### config.mk
export PLATFORM = sky130hd
export DESIGN_NAME = instruction_fetch_unit
export DESIGN_NICKNAME = d
export VERILOG_FILES = /design/src/rtl/ifu_pkg.sv /design/src/rtl/fetch_fifo.sv /design/src/rtl/instruction_fetch_unit.sv
export SDC_FILE = /design/constraint.sdc
export NUM_CORES = 1
export LEC_CHECK = 0
export CAP_MARGIN = 20
export CORE_UTILIZATION = 40
export CTS_CLUSTER_SIZE = 24
export DETAILED_ROUTE_END_ITERATION = 6
export PLACE_DENSITY = 0.72
export SLEW_MARGIN = 5
export SYNTH_ARGS = -nofsm -noshare
export SYNTH_HDL_FRONTEND = slang
export SYNTH_HIERARCHICAL = 1
export SYNTH_SLANG_ARGS = --single-unit
### constraint.sdc
create_clock -name clk -period 20.4 [get_ports clk]
set_input_delay 5.1 -clock clk [delete_from_list [all_inputs] [get_ports clk]]
set_output_delay 5.1 -clock clk [all_outputs]
set_load 0.03 [all_outputs]
### src/rtl/ifu_pkg.sv
// Shared types and constants for the instruction fetch unit.
package ifu_pkg;

  localparam int XLEN        = 32;
  localparam int INSTR_BYTES = 4;

  localparam logic [XLEN-1:0] RESET_PC_DEFAULT = 32'h0000_0000;

  typedef struct packed {
    logic [XLEN-1:0] pc;
    logic [XLEN-1:0] instr;
  } fetch_entry_t;

  typedef enum logic [1:0] {
    ST_IDLE,
    ST_FETCH,
    ST_FULL,
    ST_DRAIN
  } ifu_state_e;

endpackage

### src/rtl/fetch_fifo.sv
// Small synchronous FIFO with flush and occupancy count; serves as both the
// instruction buffer and the outstanding-request address queue.
module fetch_fifo #(
  parameter int DEPTH = 2,
  parameter int W     = 32,
  parameter int CW    = $clog2(DEPTH + 1)
) (
  input  logic          clk,
  input  logic          rst,
  input  logic          push,
  input  logic          pop,
  input  logic          flush,
  input  logic [W-1:0]  wdata,
  output logic [W-1:0]  rdata,
  output logic          full,
  output logic          empty,
  output logic [CW-1:0] count
);

  localparam int AW = (DEPTH > 1) ? $clog2(DEPTH) : 1;

  logic [W-1:0]  mem [DEPTH];
  logic [AW-1:0] rd_ptr;
  logic [AW-1:0] wr_ptr;
  logic          do_push;
  logic          do_pop;

  function automatic logic [AW-1:0] ptr_inc(input logic [AW-1:0] p);
    return (p == AW'(DEPTH - 1)) ? '0 : p + 1'b1;
  endfunction

  assign empty   = (count == '0);
  assign full    = (count == CW'(DEPTH));
  assign do_pop  = pop && !empty;
  // a full FIFO may still take a push in the same cycle it is popped
  assign do_push = push && (!full || do_pop);
  assign rdata   = mem[rd_ptr];

  always_ff @(posedge clk) begin
    if (rst || flush) begin
      rd_ptr <= '0;
      wr_ptr <= '0;
      count  <= '0;
    end else begin
      if (do_push) wr_ptr <= ptr_inc(wr_ptr);
      if (do_pop)  rd_ptr <= ptr_inc(rd_ptr);
      count <= count + CW'(do_push) - CW'(do_pop);
    end
  end

  always_ff @(posedge clk) begin
    if (do_push && !flush && !rst) mem[wr_ptr] <= wdata;
  end

endmodule

### src/rtl/instruction_fetch_unit.sv
// Instruction fetch unit: issues in-order word fetches, buffers responses for
// decode, and discards stale responses after a redirect.
// Optional output id_illegal is built when IFU_ILLEGAL_CHECK_EN is defined.
//
// state    | meaning
// IDLE     | nothing buffered or in flight
// FETCH    | buffered + in-flight below DEPTH, requests allowed
// FULL     | buffered + in-flight at DEPTH, requests held off
// DRAIN    | stale responses still owed by memory; requests allowed
module instruction_fetch_unit
  import ifu_pkg::*;
#(
  parameter logic [XLEN-1:0] RESET_PC = RESET_PC_DEFAULT,
  parameter int              DEPTH    = 2
) (
  input  logic            clk,
  input  logic            rst,
  output logic            imem_req_valid,
  input  logic            imem_req_ready,
  output logic [XLEN-1:0] imem_req_addr,
  input  logic            imem_rsp_valid,
  input  logic [XLEN-1:0] imem_rsp_data,
  input  logic            redirect_valid,
  input  logic [XLEN-1:0] redirect_pc,
  output logic            id_valid,
  input  logic            id_ready,
  output logic [XLEN-1:0] id_instr,
  output logic [XLEN-1:0] id_pc
`ifdef IFU_ILLEGAL_CHECK_EN
  , output logic          id_illegal
`endif
);

  localparam int CW = $clog2(DEPTH + 1);
  localparam int OW = CW + 1;

  ifu_state_e      state_q;
  ifu_state_e      state_d;
  logic [XLEN-1:0] pc;
  logic [CW-1:0]   inflight;
  logic [CW-1:0]   inflight_d;
  logic [CW-1:0]   drop;
  logic [CW-1:0]   drop_d;
  logic [CW-1:0]   buf_count;
  logic [CW-1:0]   buf_count_d;
  logic [CW-1:0]   aq_count;
  logic [OW-1:0]   occ_d;
  logic            req_fire;
  logic            rsp_keep;
  logic            rsp_drop;
  logic            buf_push;
  logic            buf_pop;
  logic            buf_full;
  logic            buf_empty;
  logic            aq_full;
  logic            aq_empty;
  logic [XLEN-1:0] aq_head;
  fetch_entry_t    buf_wdata;
  fetch_entry_t    buf_head;
  logic            unused_fifo_flags;

  assign imem_req_valid = !rst && !redirect_valid && (state_q != ST_FULL);
  assign imem_req_addr  = pc;
  assign req_fire       = imem_req_valid && imem_req_ready;
  assign rsp_keep       = imem_rsp_valid && (drop == '0);
  assign rsp_drop       = imem_rsp_valid && (drop != '0);
  assign buf_push       = rsp_keep && !redirect_valid;
  assign id_valid       = !rst && !buf_empty && !redirect_valid;
  assign buf_pop        = id_valid && id_ready;
  assign id_instr       = buf_head.instr;
  assign id_pc          = buf_head.pc;

  assign buf_wdata.pc    = aq_head;
  assign buf_wdata.instr = imem_rsp_data;

  assign unused_fifo_flags = ^{buf_full, aq_full, aq_empty, aq_count};

`ifdef IFU_ILLEGAL_CHECK_EN
  assign id_illegal = (id_instr[1:0] != 2'b11) || (id_instr == '0);
`endif

  fetch_fifo #(.DEPTH(DEPTH), .W(XLEN), .CW(CW)) u_addr_q (
    .clk   (clk),
    .rst   (rst),
    .push  (req_fire),
    .pop   (rsp_keep),
    .flush (redirect_valid),
    .wdata (pc),
    .rdata (aq_head),
    .full  (aq_full),
    .empty (aq_empty),
    .count (aq_count)
  );

  fetch_fifo #(.DEPTH(DEPTH), .W($bits(fetch_entry_t)), .CW(CW)) u_ibuf (
    .clk   (clk),
    .rst   (rst),
    .push  (buf_push),
    .pop   (buf_pop),
    .flush (redirect_valid),
    .wdata (buf_wdata),
    .rdata (buf_head),
    .full  (buf_full),
    .empty (buf_empty),
    .count (buf_count)
  );

  // every outstanding request is owed a response, so a redirect must drop
  // all of them except one arriving this very cycle
  always_comb begin
    inflight_d  = inflight + CW'(req_fire) - CW'(imem_rsp_valid);
    drop_d      = drop;
    buf_count_d = buf_count + CW'(buf_push) - CW'(buf_pop);
    if (redirect_valid) begin
      drop_d      = inflight - CW'(imem_rsp_valid);
      buf_count_d = '0;
    end else if (rsp_drop) begin
      drop_d = drop - 1'b1;
    end
    occ_d = OW'(buf_count_d) + OW'(inflight_d);
    state_d = ST_FETCH;
    if (occ_d >= OW'(DEPTH))  state_d = ST_FULL;
    else if (drop_d != '0)    state_d = ST_DRAIN;
    else if (occ_d == '0)     state_d = ST_IDLE;
  end

  always_ff @(posedge clk) begin
    if (rst) state_q <= ST_IDLE;
    else     state_q <= state_d;
  end

  always_ff @(posedge clk) begin
    if (rst) begin
      pc       <= RESET_PC;
      inflight <= '0;
      drop     <= '0;
    end else begin
      if (redirect_valid)  pc <= {redirect_pc[XLEN-1:2], 2'b00};
      else if (req_fire)   pc <= pc + XLEN'(INSTR_BYTES);
      inflight <= inflight_d;
      drop     <= drop_d;
    end
  end

endmodule

==> Yosys cells after proc, flatten, opt, wreduce, memory -nomap -nowiden <==
Memories as Yosys holds them, arrays and structs flattened. A register that Yosys moved wholly into a read port is not among the register bits.
Index checks and enable logic that the tools add are counted.
{ "word_totals": {"register_bits": 46, "memories": 2, "elab_cells": 89, "output_inout_bits": 98, "ramBits": 192} }
{ "memory_table": {"columns": ["memory", "depth", "width", "read_ports", "rd_ports_with_merged_regs", "wr", "line", "rtl"], "rows": [
  ["u_ibuf.mem", 2, 64, 1, 1, 1, "fetch_fifo.sv:22", "logic [W-1:0] mem [DEPTH];"],
  ["u_addr_q.mem", 2, 32, 1, 1, 1, "fetch_fifo.sv:22", null]
]} }
{ "op_classes": {"reduce_logical": 35, "n_lt_le_gt_ge": 1, "mux": 20, "n_eq_ne": 3, "n_addsub": 16} }
{ "ops": {"columns": ["op", "n"], "rows": [
  ["two-way mux 32 bit", 2],
  ["adder 32 x 3 -> 32 bit, second input constant", 1],
  ["logical AND 1 bit", 17],
  ["two-way mux 1 bit", 13],
  ["two-way mux 2 bit", 5],
  ["subtractor 2 x 1 -> 2 bit", 5],
  ["adder 2 x 1 -> 2 bit", 4],
  ["logical NOT 1 bit", 6],
  ["logical NOT 2 bit", 3],
  ["nonzero test 2 bit", 3],
  ["adder 1 bit, second input constant", 4],
  ["equality test 2 bit, second input constant", 2],
  ["OR reduction 2 bit", 2],
  ["adder 2 x 2 -> 3 bit", 1],
  [">= comparator 3 x 2 -> 1 bit, second input constant", 1],
  ["logical NOT 3 bit", 1],
  ["logical OR 1 bit", 3],
  ["!= test 2 bit, second input constant", 1],
  ["subtractor 2 x 1 -> 2 bit, second input constant", 1]
]} }

==> Longest topological paths before layout <==
Gate-level depths: netlist of run 1.
{ "logic_depth": {"word_depth": 12, "mapped_depth": 14} }

==> Hierarchy <==
Netlist of run 1, hierarchy kept.
{ "by_module_without_submodules": {"columns": ["mod", "cells_each", "area_per_inst_um2", "instances"], "rows": [
  ["fetch_fifo at u_ibuf", 229, 4849.7, 1],
  ["fetch_fifo at u_addr_q", 130, 2551.2, 1],
  ["instruction_fetch_unit", 282, 2275.9, 1]
]} }

==> Worst setup path after synthesis of run 1 <==
OpenSTA, ideal clock, no wires.
{ "synth_path": {"path_type": "input port to flip-flop", "from": "input redirect_valid", "to": "memory u_ibuf/mem[1][0] (netlist bit), enable pin", "n_path_buf": 0, "setup_time_ns": 0.665, "t_required_ns": 19.735, "setup_slack_ns": 6.805, "cell_stages": 5, "arrival_ns": 12.929, "cell_sequence": "or2_2 nor2_1 and2_1 o21ai_0 nor4b_1"} }
{ "synth_between": {"elab_chain_len": 10, "elab_cells_between_ends": 11, "cone_classes": "mux: 2; reduce/logical: 9"} }
{ "synth_rtl": {"columns": ["item", "line", "rtl"], "rows": [
  ["start, declared", "instruction_fetch_unit.sv:23", "input logic redirect_valid,"],
  ["logical NOT 1 bit", "instruction_fetch_unit.sv:68", "assign id_valid = !rst && !buf_empty && !redirect_valid;"],
  ["logical AND 1 bit", "instruction_fetch_unit.sv:68", null],
  ["via id_valid", "instruction_fetch_unit.sv:25", "output logic id_valid,"],
  ["logical AND 1 bit", "instruction_fetch_unit.sv:69", "assign buf_pop = id_valid && id_ready;"],
  ["via buf_pop", "instruction_fetch_unit.sv:52", "logic buf_pop;"],
  ["logical AND 1 bit", "fetch_fifo.sv:34", "assign do_pop = pop && !empty;"],
  ["logical OR 1 bit", "fetch_fifo.sv:36", "assign do_push = push && (!full || do_pop);"],
  ["logical AND 1 bit", "fetch_fifo.sv:36", null],
  ["logical AND 1 bit (2 in series)", "fetch_fifo.sv:52", "if (do_push && !flush && !rst) mem[wr_ptr] <= wdata;"],
  ["two-way mux 1 bit", "fetch_fifo.sv:52", null],
  ["two-way mux 1 bit (implied by the code)", "fetch_fifo.sv:52", null],
  ["end, declared", "fetch_fifo.sv:22", null]
]} }
The timed path passes the listed nets, and every way through them passes these cells.

==> Worst setup path in the final report of run 1 <==
{ "layout_path": {"from": "input redirect_valid", "to": "output id_valid"} }
{ "layout_between": {"elab_chain_len": 2} }
{ "layout_rtl": {"columns": ["item", "line"], "rows": [
  ["logical NOT 1 bit", "instruction_fetch_unit.sv:68"],
  ["logical AND 1 bit", "instruction_fetch_unit.sv:68"],
  ["end, declared", "instruction_fetch_unit.sv:25"]
]} }
No other way between the ends.

==> results of run 1 <==
sequential cells by signal (all words and copies together), names as in the netlist, named ones only:
| name | cells |
|---|---|
| drop | 2 |
| imem_req_addr | 30 |
| inflight | 2 |
| state_q | 2 |
| u_addr_q/count | 2 |
| u_addr_q/mem | 64 |
| u_addr_q/rd_ptr | 1 |
| u_addr_q/wr_ptr | 1 |
| u_ibuf/count | 2 |
| u_ibuf/mem | 128 |
| u_ibuf/rd_ptr | 1 |
| u_ibuf/wr_ptr | 1 |
report_power, final:
part | internal [mW] | switching [mW] | total (mW)
sequential | 0.535 | 0.0121 | 0.547
combinational | 0.0382 | 0.0460 | 0.0842
clock | 0.290 | 0.177 | 0.467
tightest hold or removal path, cell delays in order (launching register included):
cell	delay (ps)
dfxtp_1	320
nand2_1	50
mux2i_1	50
per-layer routing:
layer	track usage	wire length, microns	vias up
li1	-	-	2823
met1	0.198	8410	2870
met2	0.282	9910	176
met3	0.0341	1390	30
met4	0.0485	338	2
met5	0	13	-
stage by stage:
stage / hold slack, ps / power, mW / utilization
floorplan: 442 / 0.601 / -
global placement: 451 / 0.639 / 0.493
detailed placement: 461 / 0.641 / 0.493
CTS: 470 / 1.11 / 0.529
global route: 501 / 1.14 / 0.529
finish: 473 / 1.10 / 0.529
cells in the final DEF (no fill, tap or decap), types with 9 or more instances in the layout:
cell and count:
edfxtp_1 192, clkdlybuf4s50_1 162, mux2_2 94, dfxtp_1 44, nor2_1 36, clkbuf_16 27
nand2_1 20, inv_1 15, nand3_1 15, or4_1 14, a311oi_1 14, or3_1 12
xnor2_1 11, o31ai_1 11, o21ai_0 11, nand4_1 10, ha_1 10, xor2_1 9
a211oi_1 9
area by class of cell:
cell class | count | area [sq um] | share of cell area
inverters | 16 | 60.1 | 0.00481
multi-input cells | 358 | 2820 | 0.225
repair buffers | 168 | 1660 | 0.133
clock buffers | 31 | 691 | 0.0553
flip-flops and latches | 238 | 6690 | 0.536
clock inverters | 16 | 171 | 0.0137
well taps | 319 | 399 | 0.0319
worst max path at each step:
stage | startpoint | to | slack (ps) | cells past startpoint
2_1_floorplan | redirect_valid | u_ibuf/mem[1][0]$_DFFE_PP_ | 6810 | 5
5_1_grt | redirect_valid | id_valid | 8290 | 5
3_5_place_dp | redirect_valid | id_valid | 8400 | 5
4_1_cts | redirect_valid | id_valid | 8390 | 5
3_3_place_gp | redirect_valid | id_valid | 8400 | 5
6_report | redirect_valid | id_valid | 8400 | 5
==> qor.csv, run 1 <==
stage;metric;value;unit
drt;DR vias;5901;
die;Ports;168;
setup_path;reg-to-reg startpoint;drop[0]$_SDFF_PP0_;
cts;Clk Latency, worst-skew pair;520;ps
synthesis;instance count of the mapped netlist;638;
placed_design;Placed Instances;1099;
power;Leakage Power;4.10;nW
synthesis;Syn Area/Cell;15.1;sq um
die;full die area;24800;sq um
drt;Avg WL per Cell;17.5;microns
layout;fin nets;889;
drt;DRC Markers;0;
setup_path;CP max stage delay;680;ps
power;Power Dens Cells;87.9;nW/um^2
die;die height;157;microns
setup_path;CP max-delay cell;clkdlybuf4s50_1;
setup_path;crit path DAT;6900;ps
drt;drt first pass iters;4;
drt;drt via density;5.15;
min_path;Hold Path Depth;2;
placed_design;Port Buffers;163;
run_status;outcome;complete, no violations;
setup_path;Crit. End Element;output pin;
setup_path;Crit path max-delay family;buffers and inverters;
setup_path;register-to-register setup slack;17580;ps
layout;fillers;1966;
timing;Final Hold Vio Count;0;
timing;Final Max Tran Viols;0;
die;Die W;157;microns
setup_path;CP required;15300;ps
layout;layout cell share with drive strength beyond 1;0.175;
placed_design;dpl hpwl;12500;microns
timing;Setup WS post-layout;8400;ps
min_path;Hold Crit Start;u_addr_q/wr_ptr$_SDFFE_PP0P_;
setup_path;crit-path cells;clkdlybuf4s50_1 -> buf_4 -> or2_2 -> nor2_1 -> clkdlybuf4s50_1;
timing;Final Critical Period;12000;ps
layout;Area Growth Syn to Fin;29.3;%
timing;Fmax;83.4;MHz
timing;Clock Skews;20.2;ps
global_routing;initial antenna violation count;1;
global_routing;GRT Util Overall;0.161;
timing;worst-margin pin slew;1040;ps
placed_design;pre-CTS setup slack;8400;ps
cts;Clock Tree Root;clkbuf_16;
global_routing;first-pass GRT wire length;30500;microns
cts;Post-CTS Resized;0;
timing;fin crit share;0.588;
die;Rows;56;
min_path;hold endpoint;u_addr_q/wr_ptr$_SDFFE_PP0P_;
cts;CTS tree;yes;
cts;post-CTS setup buffer count;0;
placed_design;GPL Wtd Cong;0.771;
die;Starting Density;0.409;
drt;1st-iter DRT viols;413;
layout;fin area;12500;sq um
cts;Clock Tree Buf Depth;3;
drt;Total Wirelength;20100;microns
drt;Final ANT Viol Nets;0;
setup_path;Crit path buffers/inverters;3;
power;Peak VDD IR;46.0;uV
cts;CTS Hold Bufs;0;
timing;setup violators final;0;
global_routing;largest net degree at the start of global routing;65;
cts;Worst-path clk slew;60;ps
setup_path;cell repeated most along the worst path;clkdlybuf4s50_1;
timing;Rel. slew slack;0.303;
timing;total negative slack;0;ps
global_routing;total gr overflow;0;
setup_path;CP Launch Type;input pin;
job;maxcap violations;0;
setup_path;Worst Path Class, Setup;input pin to output pin;
setup_path;r2r endpoint;state_q[0]$_SDFF_PP0_;
cts;clk sink count;238;
cts;CTS buffer count;26;
global_routing;vias in the first global route;5737;
setup_path;Crit Path Max Fanout;27;
setup_path;reg2reg path depth;14;
die;Core Area;23600;sq um
synthesis;Mapped Area;9670;sq um
placed_design;placed inst area;11600;sq um
cts;H-tree levels;1;
min_path;worst min path class;flip-flop to flip-flop;
layout;diode count;0;
synthesis;yosys warns;6;
layout;non-filler cells, final;1146;
timing;unrepaired setup endpoints after global routing;false;
Power figures use the tool's default switching activity.
==> inputs of run 2 (changes only) <==
Settings changed: PLACE_DENSITY 0.72 to 0.75.
Clock period 20.4 ns to 10.5 ns, I/O delays scaled along.
==> run 2 against run 1 <==
Utilization shrank 0.31 points. Critical path depth is the same. Combinational power increased by 95%. Die area unchanged. Routed wire length grew 1.3%. Cell area shrank 0.58%. First-iteration DRC count is 3.1% higher. Setup slack got worse by 5000 ps. Clock power up 73%. Global-route usage increased by 0.14 points. Non-clock buffer count increased by 1. Critical path type unchanged. Critical endpoint unchanged. Largest cell class unchanged.
==> qor.csv, run 2 (synthesis results as in run 1) <==
stage;metric;value;unit;change
cts;CTS tree;yes;;unchanged
layout;most frequent cells in the layout;192 x edfxtp_1, 162 x clkdlybuf4s50_1, 94 x mux2_2;;unchanged
cts;post-CTS setup buffer count;0;;unchanged
die;full die area;24800;sq um;unchanged
die;Ports;168;;unchanged
drt;DRC Markers;0;;unchanged
die;Rows;56;;unchanged
global_routing;initial antenna violation count;1;;unchanged
timing;total negative slack;0;ps;unchanged
drt;1st-iter DRT viols;426;;was 413
power;Pint;1.58;mW;was 863 uW
global_routing;largest net degree at the start of global routing;65;;unchanged
die;Die W;157;microns;unchanged
drt;drt first pass iters;5;;was 4
power;Leakage Power;4.06;nW;was 4.10 nW
run_status;outcome;complete, no violations;;unchanged
timing;setup violators final;0;;unchanged
timing;Final Critical Period;7060;ps;
setup_path;CP required;7880;ps;was 15300 ps
setup_path;crit path DAT;4440;ps;was 6900 ps
min_path;worst min path class;flip-flop to flip-flop;;unchanged
cts;H-tree levels;1;;unchanged
layout;commonest non-fill, non-tap cell in the layout;edfxtp_1;;unchanged
setup_path;CP max stage delay;680;ps;about the same
layout;max reg flops;128;;unchanged
setup_path;CP Launch Point;redirect_valid;;unchanged
layout;fin nets;889;;unchanged
timing;Final Max Tran Viols;0;;unchanged
layout;Area Growth Syn to Fin;28.5;%;was 29.3%
placed_design;dpl hpwl;12900;microns;was 12500 microns
timing;worst-margin pin slew;993;ps;was 1040 ps
global_routing;total gr overflow;0;;unchanged
layout;layout cell share with drive strength beyond 1;0.173;;was 0.175
cts;Clk Latency, worst-skew pair;510;ps;was 520 ps
die;die height;157;microns;unchanged
placed_design;Placed Instances;1099;;unchanged
timing;fin crit share;0.673;;
drt;Final ANT Viol Nets;0;;unchanged
setup_path;cell repeated most along the worst path;clkdlybuf4s50_1;;unchanged
die;Starting Density;0.409;;unchanged
setup_path;CP max-delay cell;clkdlybuf4s50_1;;unchanged
cts;Clock Tree Buf Depth;3;;unchanged
power;Peak VDD IR;91.8;uV;was 46.0 uV
setup_path;Crit Path Max Fanout;27;;unchanged
drt;Total Wirelength;20300;microns;was 20100 microns
setup_path;reg-to-reg startpoint;drop[0]$_SDFF_PP0_;;unchanged
placed_design;GPL Wtd Cong;0.769;;was 0.771
min_path;Hold Crit Start;u_addr_q/wr_ptr$_SDFFE_PP0P_;;unchanged
power;combinational power share;0.081;;was 0.077
power;switch share;0.222;;was 0.214
placed_design;Port Buffers;163;;unchanged
setup_path;Crit. End Element;output pin;;unchanged
layout;non-filler cells, final;1146;;unchanged
power;Clk pwr share;0.396;;was 0.425
die;Core Area;23600;sq um;unchanged
timing;Rel. slew slack;0.338;;was 0.303
setup_path;CP Launch Type;input pin;;unchanged
setup_path;Worst Path Class, Setup;input pin to output pin;;unchanged
global_routing;vias in the first global route;5687;;was 5737
global_routing;first-pass GRT wire length;30900;microns;was 30500 microns
timing;Clock Skews;15.4;ps;was 20.2 ps
drt;DR vias;5913;;was 5901
timing;Final Hold Vio Count;0;;unchanged
setup_path;crit-path cells;clkdlybuf4s50_1 -> buf_4 -> or2_2 -> nor2_1 -> clkdlybuf4s50_1;;unchanged
timing;unrepaired setup endpoints after global routing;false;;unchanged
cts;Worst-path clk slew;60;ps;about the same
drt;Avg WL per Cell;17.7;microns;was 17.5 microns
job;maxcap violations;0;;unchanged
power;Seq pwr share;0.523;;was 0.498
cts;clk sink count;238;;unchanged
power;P_sw;451;uW;was 235 uW
cts;CTS Hold Bufs;0;;unchanged
cts;Clock Tree Root;clkbuf_16;;unchanged
drt;drt via density;5.16;;was 5.15
cts;Post-CTS Resized;0;;unchanged
layout;fillers;1986;;was 1966
timing;Fmax;142;MHz;
power;Power Dens Cells;164;nW/um^2;was 87.9 nW/um^2
timing;WHS;486;ps;was 473 ps
layout;Most flops, register;u_ibuf/mem;;unchanged
global_routing;GRT Util Overall;0.162;;was 0.161
cts;CTS buffer count;25;;was 26
==> run 2: cell count changes in the layout (fill, tap and decap cells not counted), sizes merged <==
cell      previous run  this run
bufinv               4         1
diode                0         1
buf                  6         7
clkbuf              31        33
inv                 16        17
clkinvlp             0         1
clkinv              12         9
==> run 2: per-layer routing <==
layer,up-vias,track usage,wire length (microns)
li1,2813,-,-
met1,2853,0.199,8400
met2,218,0.277,9890
met3,29,0.0402,1670
met4,0,0.0578,364
met5,-,0,0
==> run 2: critical path, delay by kind of cell <==
kind / cells / cell delay [ps]
buffers and inverters: 3 / 1290
and+or+nand+nor: 2 / 510
==> run 2: final timing paths <==
check / end / slack [ps] / depth (start not counted)
max: id_valid / 3440 / 5
min: u_addr_q/wr_ptr$_SDFFE_PP0P_ / 490 / 2
max reg2reg: u_ibuf/mem[1][24]$_DFFE_PP_ / 7650 / 7
min reg2reg: u_addr_q/wr_ptr$_SDFFE_PP0P_ / 490 / 2
==> run 2: power groups by stage <==
| stage | clock (mW) | combinational [mW] | sequential (mW) |
|---|---|---|---|
| floorplan | 0 | 0.0760 | 1.09 |
| global placement | 0 | 0.161 | 1.08 |
| detailed placement | 0 | 0.164 | 1.08 |
| CTS | 0.835 | 0.165 | 1.06 |
| global route | 0.867 | 0.177 | 1.07 |
| finish | 0.806 | 0.164 | 1.06 |
==> run 2: area by class of cell <==
class,count,area [sq um],share of cell area
inverters,16,60.1,0.00484
well taps,319,399,0.0321
repair buffers,169,1690,0.136
flip-flops and latches,238,6690,0.539
diodes,1,2.50,0.000201
clock buffers,33,666,0.0536
multi-input cells,358,2830,0.227
clock inverters,12,85.1,0.00685
==> run 2: per-stage QoR <==
| step | util | setup WS, ps | total power [mW] | instance area [sq um] |
|---|---|---|---|---|
| after floorplan | - | 2590 | 1.17 | 9690 |
| after detailed placement | 0.493 | 3430 | 1.25 | 11600 |
| final | 0.526 | 3440 | 2.03 | 12400 |
| after CTS | 0.525 | 3420 | 2.06 | 12400 |
| after global routing | 0.526 | 3350 | 2.11 | 12400 |
| after global placement | 0.493 | 3440 | 1.24 | 11600 |
